### src/rtl/regfile_pkg.sv
// Shared sizing and types for the general-purpose register array and its read-side logic.
package regfile_pkg;

  localparam int NUM_REGS   = 8;
  localparam int DATA_WIDTH = 8;
  localparam int ADDR_WIDTH = $clog2(NUM_REGS);

  typedef logic [ADDR_WIDTH-1:0] reg_addr_t;
  typedef logic [DATA_WIDTH-1:0] reg_data_t;
  typedef logic [NUM_REGS-1:0]   reg_mask_t;

  // One-hot mask for a register address; register 0 never gets a bit.
  function automatic reg_mask_t addr_mask(input reg_addr_t addr);
    reg_mask_t m;
    m = '0;
    if (addr != '0) m[addr] = 1'b1;
    return m;
  endfunction

endpackage

### src/rtl/reg_scoreboard.sv
// Busy vector for registers with a write in flight, plus the availability queries
// used by the operand fetch hazard check.
module reg_scoreboard
  import regfile_pkg::*;
(
  input  logic      clk,
  input  logic      rst,
  input  logic      set_en_i,
  input  reg_addr_t set_addr_i,
  input  logic      clr_en_i,
  input  reg_addr_t clr_addr_i,
  input  reg_addr_t rs1_i,
  input  reg_addr_t rs2_i,
  input  reg_addr_t rd_i,
  output logic      rs1_avail_o,
  output logic      rs2_avail_o,
  output logic      rd_free_o
);

  reg_mask_t busy_q, busy_d;

  // Clear first so a same-cycle set of the same register wins.
  always_comb begin
    busy_d = busy_q;
    if (clr_en_i) busy_d = busy_d & ~addr_mask(clr_addr_i);
    if (set_en_i) busy_d = busy_d | addr_mask(set_addr_i);
  end

  always_ff @(posedge clk or negedge rst) begin
    if (!rst) busy_q <= '0;
    else      busy_q <= busy_d;
  end

  assign rs1_avail_o = !busy_q[rs1_i] || (clr_en_i && (clr_addr_i == rs1_i));
  assign rs2_avail_o = !busy_q[rs2_i] || (clr_en_i && (clr_addr_i == rs2_i));
  assign rd_free_o   = !busy_q[rd_i]  || (clr_en_i && (clr_addr_i == rd_i));

endmodule

### src/rtl/operand_fetch_unit.sv
// Read-side controller for the register array: hazard-checked operand fetch with
// write-back forwarding, and write strobes driven from the write-back port.
module operand_fetch_unit
  import regfile_pkg::*;
(
  input  logic                                 clk,
  input  logic                                 rst,
  input  logic                                 req_valid,
  output logic                                 req_ready,
  input  reg_addr_t                            req_rs1,
  input  reg_addr_t                            req_rs2,
  input  reg_addr_t                            req_rd,
  input  logic                                 req_rd_we,
  input  logic [NUM_REGS-1:0][DATA_WIDTH-1:0]  reg_data,
  input  logic                                 wb_valid,
  input  reg_addr_t                            wb_addr,
  input  reg_data_t                            wb_data,
  output reg_mask_t                            write_enable,
  output reg_data_t                            data_in,
  output logic                                 op_valid,
  input  logic                                 op_ready,
  output reg_data_t                            op_a,
  output reg_data_t                            op_b,
  output reg_addr_t                            op_rd,
  output logic                                 op_rd_we
);

  logic      rs1_avail, rs2_avail, rd_free;
  logic      hazard, accept, rd_tracked;
  logic      op_valid_q, op_rd_we_q;
  reg_data_t op_a_q, op_b_q, op_a_d, op_b_d;
  reg_addr_t op_rd_q;

  assign rd_tracked = req_rd_we && (req_rd != '0);
  assign hazard     = !rs1_avail || !rs2_avail || (rd_tracked && !rd_free);
  assign req_ready  = !hazard && (!op_valid_q || op_ready);
  assign accept     = req_valid && req_ready;

  reg_scoreboard u_scoreboard (
    .clk         (clk),
    .rst         (rst),
    .set_en_i    (accept && rd_tracked),
    .set_addr_i  (req_rd),
    .clr_en_i    (wb_valid),
    .clr_addr_i  (wb_addr),
    .rs1_i       (req_rs1),
    .rs2_i       (req_rs2),
    .rd_i        (req_rd),
    .rs1_avail_o (rs1_avail),
    .rs2_avail_o (rs2_avail),
    .rd_free_o   (rd_free)
  );

  // Register 0 reads as zero and is never forwarded.
  always_comb begin
    op_a_d = '0;
    op_b_d = '0;
    if (req_rs1 != '0) begin
      if (wb_valid && (wb_addr == req_rs1)) op_a_d = wb_data;
      else                                  op_a_d = reg_data[req_rs1];
    end
    if (req_rs2 != '0) begin
      if (wb_valid && (wb_addr == req_rs2)) op_b_d = wb_data;
      else                                  op_b_d = reg_data[req_rs2];
    end
  end

  always_ff @(posedge clk or negedge rst) begin
    if (!rst) begin
      op_valid_q <= 1'b0;
      op_a_q     <= '0;
      op_b_q     <= '0;
      op_rd_q    <= '0;
      op_rd_we_q <= 1'b0;
    end else if (accept) begin
      op_valid_q <= 1'b1;
      op_a_q     <= op_a_d;
      op_b_q     <= op_b_d;
      op_rd_q    <= req_rd;
      op_rd_we_q <= req_rd_we;
    end else if (op_valid_q && op_ready) begin
      op_valid_q <= 1'b0;
    end
  end

  assign op_valid     = op_valid_q;
  assign op_a         = op_a_q;
  assign op_b         = op_b_q;
  assign op_rd        = op_rd_q;
  assign op_rd_we     = op_rd_we_q;
  assign write_enable = wb_valid ? addr_mask(wb_addr) : '0;
  assign data_in      = wb_data;

endmodule

### config.mk
export PLATFORM = sky130hd
export DESIGN_NAME = operand_fetch_unit
export DESIGN_NICKNAME = d
export VERILOG_FILES = /design/src/rtl/regfile_pkg.sv /design/src/rtl/reg_scoreboard.sv /design/src/rtl/operand_fetch_unit.sv
export SDC_FILE = /design/constraint.sdc
export NUM_CORES = 1
export LEC_CHECK = 0
export ABC_AREA = 1
export CAP_MARGIN = 20
export CORE_UTILIZATION = 44
export CTS_CLUSTER_DIAMETER = 120
export CTS_CLUSTER_SIZE = 30
export DETAILED_ROUTE_END_ITERATION = 12
export PLACE_DENSITY_LB_ADDON = 0.15
export SLEW_MARGIN = 10
export SYNTH_ARGS = -nofsm -noshare
export SYNTH_HDL_FRONTEND = slang
export SYNTH_SLANG_ARGS = --single-unit
### constraint.sdc
create_clock -name clk -period 2.2 [get_ports clk]
set_clock_uncertainty 0.1 [all_clocks]
set_input_delay 0.44 -clock clk [delete_from_list [all_inputs] [get_ports clk]]
set_output_delay 0.44 -clock clk [all_outputs]
set_load 0.02 [all_outputs]
==> results, run 1 <==
- The static leakage power is 2.39 nW.
- In this design, the stage delay of the slowest critical-path cell is 0.18 ns.
- Prior to clock tree synthesis, the placed netlist has a worst setup slack of -0.679 ns.
- Port buffering added approximately 130 buffers.
- The source of the worst register-to-register timing path is u_scoreboard.busy_q[2]$_DFF_PN0_.
- In this run, CTS created clock tree buffers numbering 5.
- The die is 86.1 um tall.
- TritonCTS built the clock tree.
- Data on the critical path is required at its endpoint by 1.66 ns.
- The initial antenna violation count is 0.
- The sequential share of power is 0.305.
- The H-tree depth is 2.
- The floorplan step defined a die boundary enclosing 7420 sq um.
- In the final design database the tool counted 778 nets.
- The width of the die is 86.1 um.
- The netlist uses 27 different library cells.
- The wire-length estimate of the detail-placed layout is 8980 um.
- The total negative setup slack is 0 ns.
- Of the synthesized area, sequential elements account for 0.233.
- The source of the worst hold timing path is u_scoreboard.busy_q[0]$_DFF_PN0_.
- The internal power is 1.51 mW.
- The analysis attributes to net switching a power of 984 uW.
- The share of total power dissipated in combinational logic is 0.525.
- The final cell count without fillers is just under 800.
- The average routed wire per standard cell is 14.8 um.
- The buffer type at the clock tree root is clkbuf_8.
- Entering global routing, the biggest net connects 30 pins.
- The post-route standard cell area excluding fillers is 4770 sq um.
- Global routing finished with a remaining overflow of 0.
- After detailed placement, the total cell area comes to 4620 sq um.
- Of the total power, the share spent switching nets is 0.395.
- Yosys printed 0 warnings.
- STA classifies the critical path endpoint as a primary output.
- The final count of hold timing violations was 0.
- The top cell types in the final layout, fill and taps aside, are nand2_1, clkdlybuf4s50_1, nand3_1.
- The source of the critical timing path is req_rd[0].
- The number of antenna repair diodes is 0.
- After floorplanning, the core was sized to cover 6830 sq um.
- In this run the worst path has a maximum fanout of 6.
- The floorplan has 30 rows.
- The first global-routing pass estimated around 19000 um of wire.
- The worst-case hold slack is 0.364 ns.
- The cell with the largest stage delay on the worst path is nor2_1.
- The number of clock sinks seen by CTS is 29.
- The power density over the cells is between 500 and 600 nW/um^2.
- The initial utilization of the core area, before any placement, comes to 0.456.
- The final route contains 4274 vias.
- The mapped netlist covers 3120 sq um.
- The maximum clock rate is about 470 MHz.
- Counting stages on the worst path, the most repeated cell is nand2_1.
- The setup violation total in the final timing report is 0.
- Using the TritonRoute via totals, the vias-per-cell ratio works out to 5.44.
- Data arrives at the worst endpoint at 1.60 ns.
- The number of global-route vias before repair is 4077.
- Across the run, the number of max-cap violations was 0.
- The final critical-path required period is between 2 and 2.5 ns.
- The initial detailed-routing violation count is roughly 250.
- The clock latency reported for the late side of the worst-skew pair is around 0.28 ns.
- After detailed routing, the number of remaining DRC violations is 0.
- The average instance area after synthesis is around 5.7 sq um.
- Walking the worst path, the cells encountered are dlymetal6s2s_1 > buf_4 > nor2_1 > nand2_1 > nand2_1 > nor2_1 > nand2_1 > nand3_4 > nor2_8 > buf_6.
- The global routing usage summed across all routing layers is 0.318.
- The critical setup path kind is primary input to primary output.
- After technology mapping, the gate count stands at between 500 and 600.
- The fraction of layout instances using a drive strength above 1 is 0.132.
- The flow ran to the end, and the final reports show no timing, DRC or antenna violations.
- The clock-pin slew on the worst setup and hold paths is ~0.060 ns.
- The number of detailed-route iterations in the first pass is 5.
- The worst ir drop on vdd is 0.494 mV.
- Compared with the post-synthesis result, the final layout area differs by 53.1%.
- The number of slew-limit violations in the final report was 0.
- The longest clock path from root to sink contains 2 buffers.
- The share of the clock period used by the worst path is 0.971.
- The number of nets still failing antenna checks after routing is 0.
- The path class of the tightest hold or removal check is flop to flop.
- The most common library cell in the layout ignoring fill and taps is nand2_1.
- The final worst slack is 0.0633 ns.
- The total nets after synthesis is 639.
- The sum of routed wire length over all layers is 11600 um.
- The startpoint type of the worst setup path is a primary input.
- The number of storage elements in the synthesis netlist is 29.
- After detailed placement, the design holds a cell count of roughly 780.
- In this run the count of I/O pins placed on the die edge is between 100 and 150.
- The routability congestion estimate is 0.986.
- The share of total power dissipated in the clock network is 0.170.
through the flow:
stage | total power, mW | utilization
after floorplan | 1.43 | -
after global placement | 2.04 | 0.676
after detailed placement | 2.06 | 0.676
after CTS | 2.49 | 0.688
after global routing | 2.66 | 0.698
final | 2.49 | 0.698
worst max-delay path, delay by kind of cell:
family        cells  cell delay [ns]
buf+inv           3             0.45
simple gates      7             0.71
kinds of logic after synthesis:
group,count (synthesis),share of synthesized area
AND/OR/NAND/NOR,337,0.469
buffers and inverters,84,0.133
AO/OA/AOI/OAI,97,0.161
flip-flops,29,0.233
other,1,0.00120
XOR/XNOR,1,0.00281
registers in the layout, summed over array words and instances, names as in the netlist:
signal / cells
op_rd_we: 1
op_a: 8
op_rd: 3
op_valid: 1
op_b: 8
u_scoreboard.busy_q: 8
per-layer routing:
metal	global-route usage	vias up	wire length, um	part of all wire
met5	0	-	0	0
met4	0.167	0	550	0.047
met3	0.0500	37	784	0.068
met2	0.556	218	5650	0.49
met1	0.374	1953	4600	0.40
li1	-	2066	-	-
final timing paths:
kind | slack [ns] | end | cells past startpoint
worst max-delay path | 0.06 | req_ready | 10
worst min-delay path | 0.36 | u_scoreboard.busy_q[0]$_DFF_PN0_ | 0
worst max register to register | 0.36 | u_scoreboard.busy_q[4]$_DFF_PN0_ | 10
worst min register to register | 0.36 | u_scoreboard.busy_q[0]$_DFF_PN0_ | 0
max in group asynchronous | 1.29 | op_a[4]$_DFFE_PN0P_ | 2
min in group asynchronous | 0.44 | u_scoreboard.busy_q[5]$_DFF_PN0_ | 2
timing repair:
| action | 4_1_cts | 5_1_grt |
|---|---|---|
| hold buffers | 0 | 0 |
| pin swaps | 0 | 5 |
| resized for setup | 24 | 33 |
| endpoints found under the hold margin | 0 | 0 |
| buffers inserted | 0 | 2 |
| endpoints found under the setup margin | 31 | 34 |
Yosys cell counts (all sizes together):
cell	number	area share
nand2	191	0.23
nand3	100	0.17
o21ai	50	0.080
nor2	39	0.055
a21oi	37	0.059
inv	36	0.043
buf	35	0.074
dfrtp	29	0.23
clkbuf	13	0.016
a31oi	8	0.016
nand4	5	0.010
nor3	2	0.0032
o211ai	2	0.0048
conb	1	0.0012
xor2	1	0.0028
power by group through the flow:
stage	clock network, mW	registers [mW]	logic [mW]
3_5_place_dp	0	0.769	1.29
6_report	0.424	0.760	1.31
3_3_place_gp	0	0.765	1.28
4_1_cts	0.435	0.760	1.29
5_1_grt	0.454	0.774	1.43
2_1_floorplan	0	0.910	0.517
area by class of cell:
| type | instances | area [sq um] |
|---|---|---|
| Inverter | 36 | 138 |
| Fill cell | 641 | 2060 |
| Clock inverter | 3 | 17.5 |
| Tap cell | 96 | 120 |
| Sequential cell | 29 | 726 |
| Clock buffer | 5 | 68.8 |
| Multi-Input combinational cell | 436 | 1990 |
| Timing Repair Buffer | 180 | 1710 |
No activity file was read; power rests on OpenSTA's default activity.
==> run 2, diff against run 1 <==
--- a/config.mk
+++ b/config.mk
@@ -7,6 +7,7 @@
 export LEC_CHECK = 0
 export ABC_AREA = 1
 export CAP_MARGIN = 20
+export CORE_MARGIN = 8
 export CORE_UTILIZATION = 44
 export CTS_CLUSTER_DIAMETER = 120
 export CTS_CLUSTER_SIZE = 30
==> run 2 against run 1 <==
Die area up 35%. Fmax down 0.37%. Combinational power about the same. Core utilization down 0.95 points. Highest routed layer unchanged.
==> results, run 2 (synthesized netlist as in run 1, its figures left out) <==
- The number of clock sinks seen by CTS is 29 (unchanged).
- The maximum clock rate is 466 MHz (was 468 MHz).
- The number of global-route vias before repair is 4263 (was 4077).
- The length in cells of the worst reg-to-reg path is 10 (unchanged).
- The kind of cell with the highest combined delay on the critical path is buffers and inverters (was simple AND/OR/NAND/NOR gates).
- The detailed placement HPWL is 9800 um (was 8980 um).
- The sequential share of power is 0.305 (about the same).
- The number of port buffers came to 126 (unchanged).
- The end of the worst register-to-register path is u_scoreboard.busy_q[2]$_DFF_PN0_ (was u_scoreboard.busy_q[4]$_DFF_PN0_).
- The arrival time of the worst setup path is 1.60 ns (about the same).
- The routability congestion estimate was 0.968 (was 0.986).
- The count of buffer and inverter cells on the critical path is 2 (was 3).
- Run status: complete, no violations (unchanged).
- The post-route standard cell area excluding fillers is 4700 sq um (was 4770 sq um).
- The number of nets still failing antenna checks after routing is 0 (unchanged).
- The number of detailed-route iterations in the first pass was 5 (unchanged).
- The final core utilization is 0.689 (was 0.698).
- The initial antenna violation count is 0 (unchanged).
- The worst-case hold slack is 0.358 ns (was 0.364 ns).
- The cell with the largest stage delay on the worst path is clkdlybuf4s50_1 (was nor2_1).
- The clock latency reported for the late side of the worst-skew pair is 0.28 ns (about the same).
- The source of the worst hold timing path is u_scoreboard.busy_q[0]$_DFF_PN0_ (unchanged).
- The width of the die was 100 um (was 86.1 um).
- The number of slew-limit violations in the final report is 0 (unchanged).
- The source of the worst register-to-register timing path is u_scoreboard.busy_q[7]$_DFF_PN0_ (was u_scoreboard.busy_q[2]$_DFF_PN0_).
- The post-cts hold buffer count is 0 (unchanged).
- The static leakage power is 2.36 nW (was 2.39 nW).
- The final count of hold timing violations was 0 (unchanged).
- The worst ir drop on vdd is 0.496 mV (was 0.494 mV).
- The delay of the slowest critical-path stage is 0.64 ns (was 0.18 ns).
- The average routed wire per standard cell is 15.9 um (was 14.8 um).
- The cell area after placement is 4600 sq um (was 4620 sq um).
- The global routing usage summed across all routing layers came to 0.249 (was 0.318).
- The register-to-register path setup slack is 0.32 ns (was 0.36 ns).
- The initial standard-cell utilization of the core is 0.456 (unchanged).
- The data required time of the worst path is 1.66 ns (about the same).
- The remaining routing DRC violations is 0 (unchanged).
- The most common library cell in the layout ignoring fill and taps is nand2_1 (unchanged).
- The number of antenna repair diodes is 0 (unchanged).
- The setup violation total in the final timing report is 0 (unchanged).
- The sum of routed wire length over all layers came to 12500 um (was 11600 um).
- The buffer type at the clock tree root is clkbuf_8 (unchanged).
- The internal power came to 1.50 mW (was 1.51 mW).
- The H-tree depth is 2 (unchanged).
- The count of vias placed by the detailed router is 4264 (was 4274).
- The number of buffers created by CTS is 5 (unchanged).
- The first-pass GRT wire length is 20200 um (was 18600 um).
- The count of cells along the worst hold path is 0 (unchanged).
- The kind of path behind the tightest hold check is flop to flop (unchanged).
- The area growth from synthesis to final layout was 51.0% (was 53.1%).
- The total of max-cap violations was 0 (unchanged).
- The floorplan die height is 100 um (was 86.1 um).
- The final critical-path required period was 2.14 ns (about the same).
- The TritonCTS clock tree is yes (unchanged).
- The post-CTS setup repair buffer count is 0 (unchanged).
- The number of primary I/O pins came to 128 (unchanged).
- The clock-pin slew on the worst setup and hold paths is 0.06 ns (about the same).
- The number of inserted filler cells in the final layout came to 653 (was 641).
- The combinational power share came to 0.524 (was 0.525).
- The power dissipated by switching net loads was 993 uW (was 984 uW).
- The maximum fanout encountered on the critical timing path is 3 (was 6).
- The relative contribution of the clock network to total power came to 0.170 (about the same).
- The switching power share of the total came to 0.398 (was 0.395).
- The startpoint type of the worst setup path is a primary input (unchanged).
- The count of nets after finishing was 774 (was 778).
- The area of the die came to 10000 sq um (was 7420 sq um).
- The floorplan row count came to 30 (unchanged).
- The share of the clock period used by the worst path is 0.975 (was 0.971).
- The via-per-instance ratio is 5.46 (was 5.44).
- The overflow left after global routing came to 0 (unchanged).
- Commonest cells after routing, fill and taps aside: nand2_1, clkdlybuf4s50_1, nand3_1 (unchanged).
- The cell repeated most along the worst path is clkdlybuf4s50_1 (was nand2_1).
- The power density over the cells came to 530 nW/um^2 (was 522 nW/um^2).
- The pin count of the biggest net entering global routing was 44 (was 30).
- The end point of the worst hold path is u_scoreboard.busy_q[0]$_DFF_PN0_ (unchanged).
- The type of element capturing the critical path is a primary output (unchanged).
- The fraction of layout instances using a drive strength above 1 is 0.130 (was 0.132).
- The initial detailed-routing violation count is 304 (was 247).
- The deepest clock path buffer count is 2 (unchanged).
- Setup repair after global routing left no endpoint under its margin.
- Critical-path cell list: clkdlybuf4s50_1 > clkdlybuf4s50_1 (was dlymetal6s2s_1 > buf_4 > nor2_1 > nand2_1 > nand2_1 > nor2_1 > nand2_1 > nand3_4 > nor2_8 > buf_6).
- The total power consumption of the routed design is 2.49 mW (about the same).
- The placeable core area is 6830 sq um (unchanged).
- The critical setup path kind is primary input to primary output (unchanged).
## run 2: power by group through the flow
stage                     Combinational [mW]  Clock (mW)  Sequential, mW
after floorplan                        0.517           0           0.910
after global placement                  1.29           0           0.765
after detailed placement                1.31           0           0.769
after CTS                               1.30       0.433           0.761
after global routing                    1.43       0.454           0.778
final                                   1.31       0.425           0.761
## run 2: stage by stage
step	TNS [ns]	worst slack, ns	cells
2_1_floorplan	0	0.217	549
3_5_place_dp	-13.90	-0.689	772
3_3_place_gp	-11.96	-0.647	772
5_1_grt	0	0.0109	781
4_1_cts	-1.21	-0.178	780
6_report	0	0.0555	781
## run 2: routing by layer
metal	vias up	global-route usage	share of wire
met5	-	0	0
met4	0	0.116	0.037
met3	33	0.0540	0.074
met2	218	0.444	0.50
met1	1950	0.275	0.39
li1	2063	-	-
## run 2: area by class of cell
| cell class | instances | area, sq um | area share |
|---|---|---|---|
| Timing Repair Buffer | 176 | 1650 | 0.351 |
| Multi-Input combinational cell | 436 | 1990 | 0.422 |
| Tap cell | 96 | 120 | 0.0255 |
| Clock inverter | 3 | 17.5 | 0.00372 |
| Inverter | 36 | 135 | 0.0287 |
| Sequential cell | 29 | 726 | 0.154 |
| Clock buffer | 5 | 68.8 | 0.0146 |
## run 2: what timing repair did
action | in CTS | in global routing
endpoints found under the setup margin | 31 | 33
pin swaps | 0 | 5
resized for setup | 31 | 30
gates cloned | 0 | 1
## run 2: worst max-delay path by stage
stage / startpoint / end / slack [ns] / cells after the start
2_1_floorplan: wb_addr[2] / req_ready / 0.22 / 9
4_1_cts: req_rd[0] / req_ready / -0.18 / 10
3_5_place_dp: req_rd[1] / req_ready / -0.69 / 10
3_3_place_gp: req_rd[2] / req_ready / -0.65 / 10
5_1_grt: wb_addr[2] / req_ready / 0.01 / 11
6_report: wb_data[0] / data_in[0] / 0.06 / 2
==> run 3, diff against run 2 <==
--- a/config.mk
+++ b/config.mk
@@ -9,7 +9,7 @@
 export CAP_MARGIN = 20
 export CORE_MARGIN = 8
 export CORE_UTILIZATION = 44
-export CTS_CLUSTER_DIAMETER = 120
+export CTS_CLUSTER_DIAMETER = 80
 export CTS_CLUSTER_SIZE = 30
 export DETAILED_ROUTE_END_ITERATION = 12
 export PLACE_DENSITY_LB_ADDON = 0.15
==> results of run 3 <==
Final layout, timing and power as in run 2 (identical DEF).
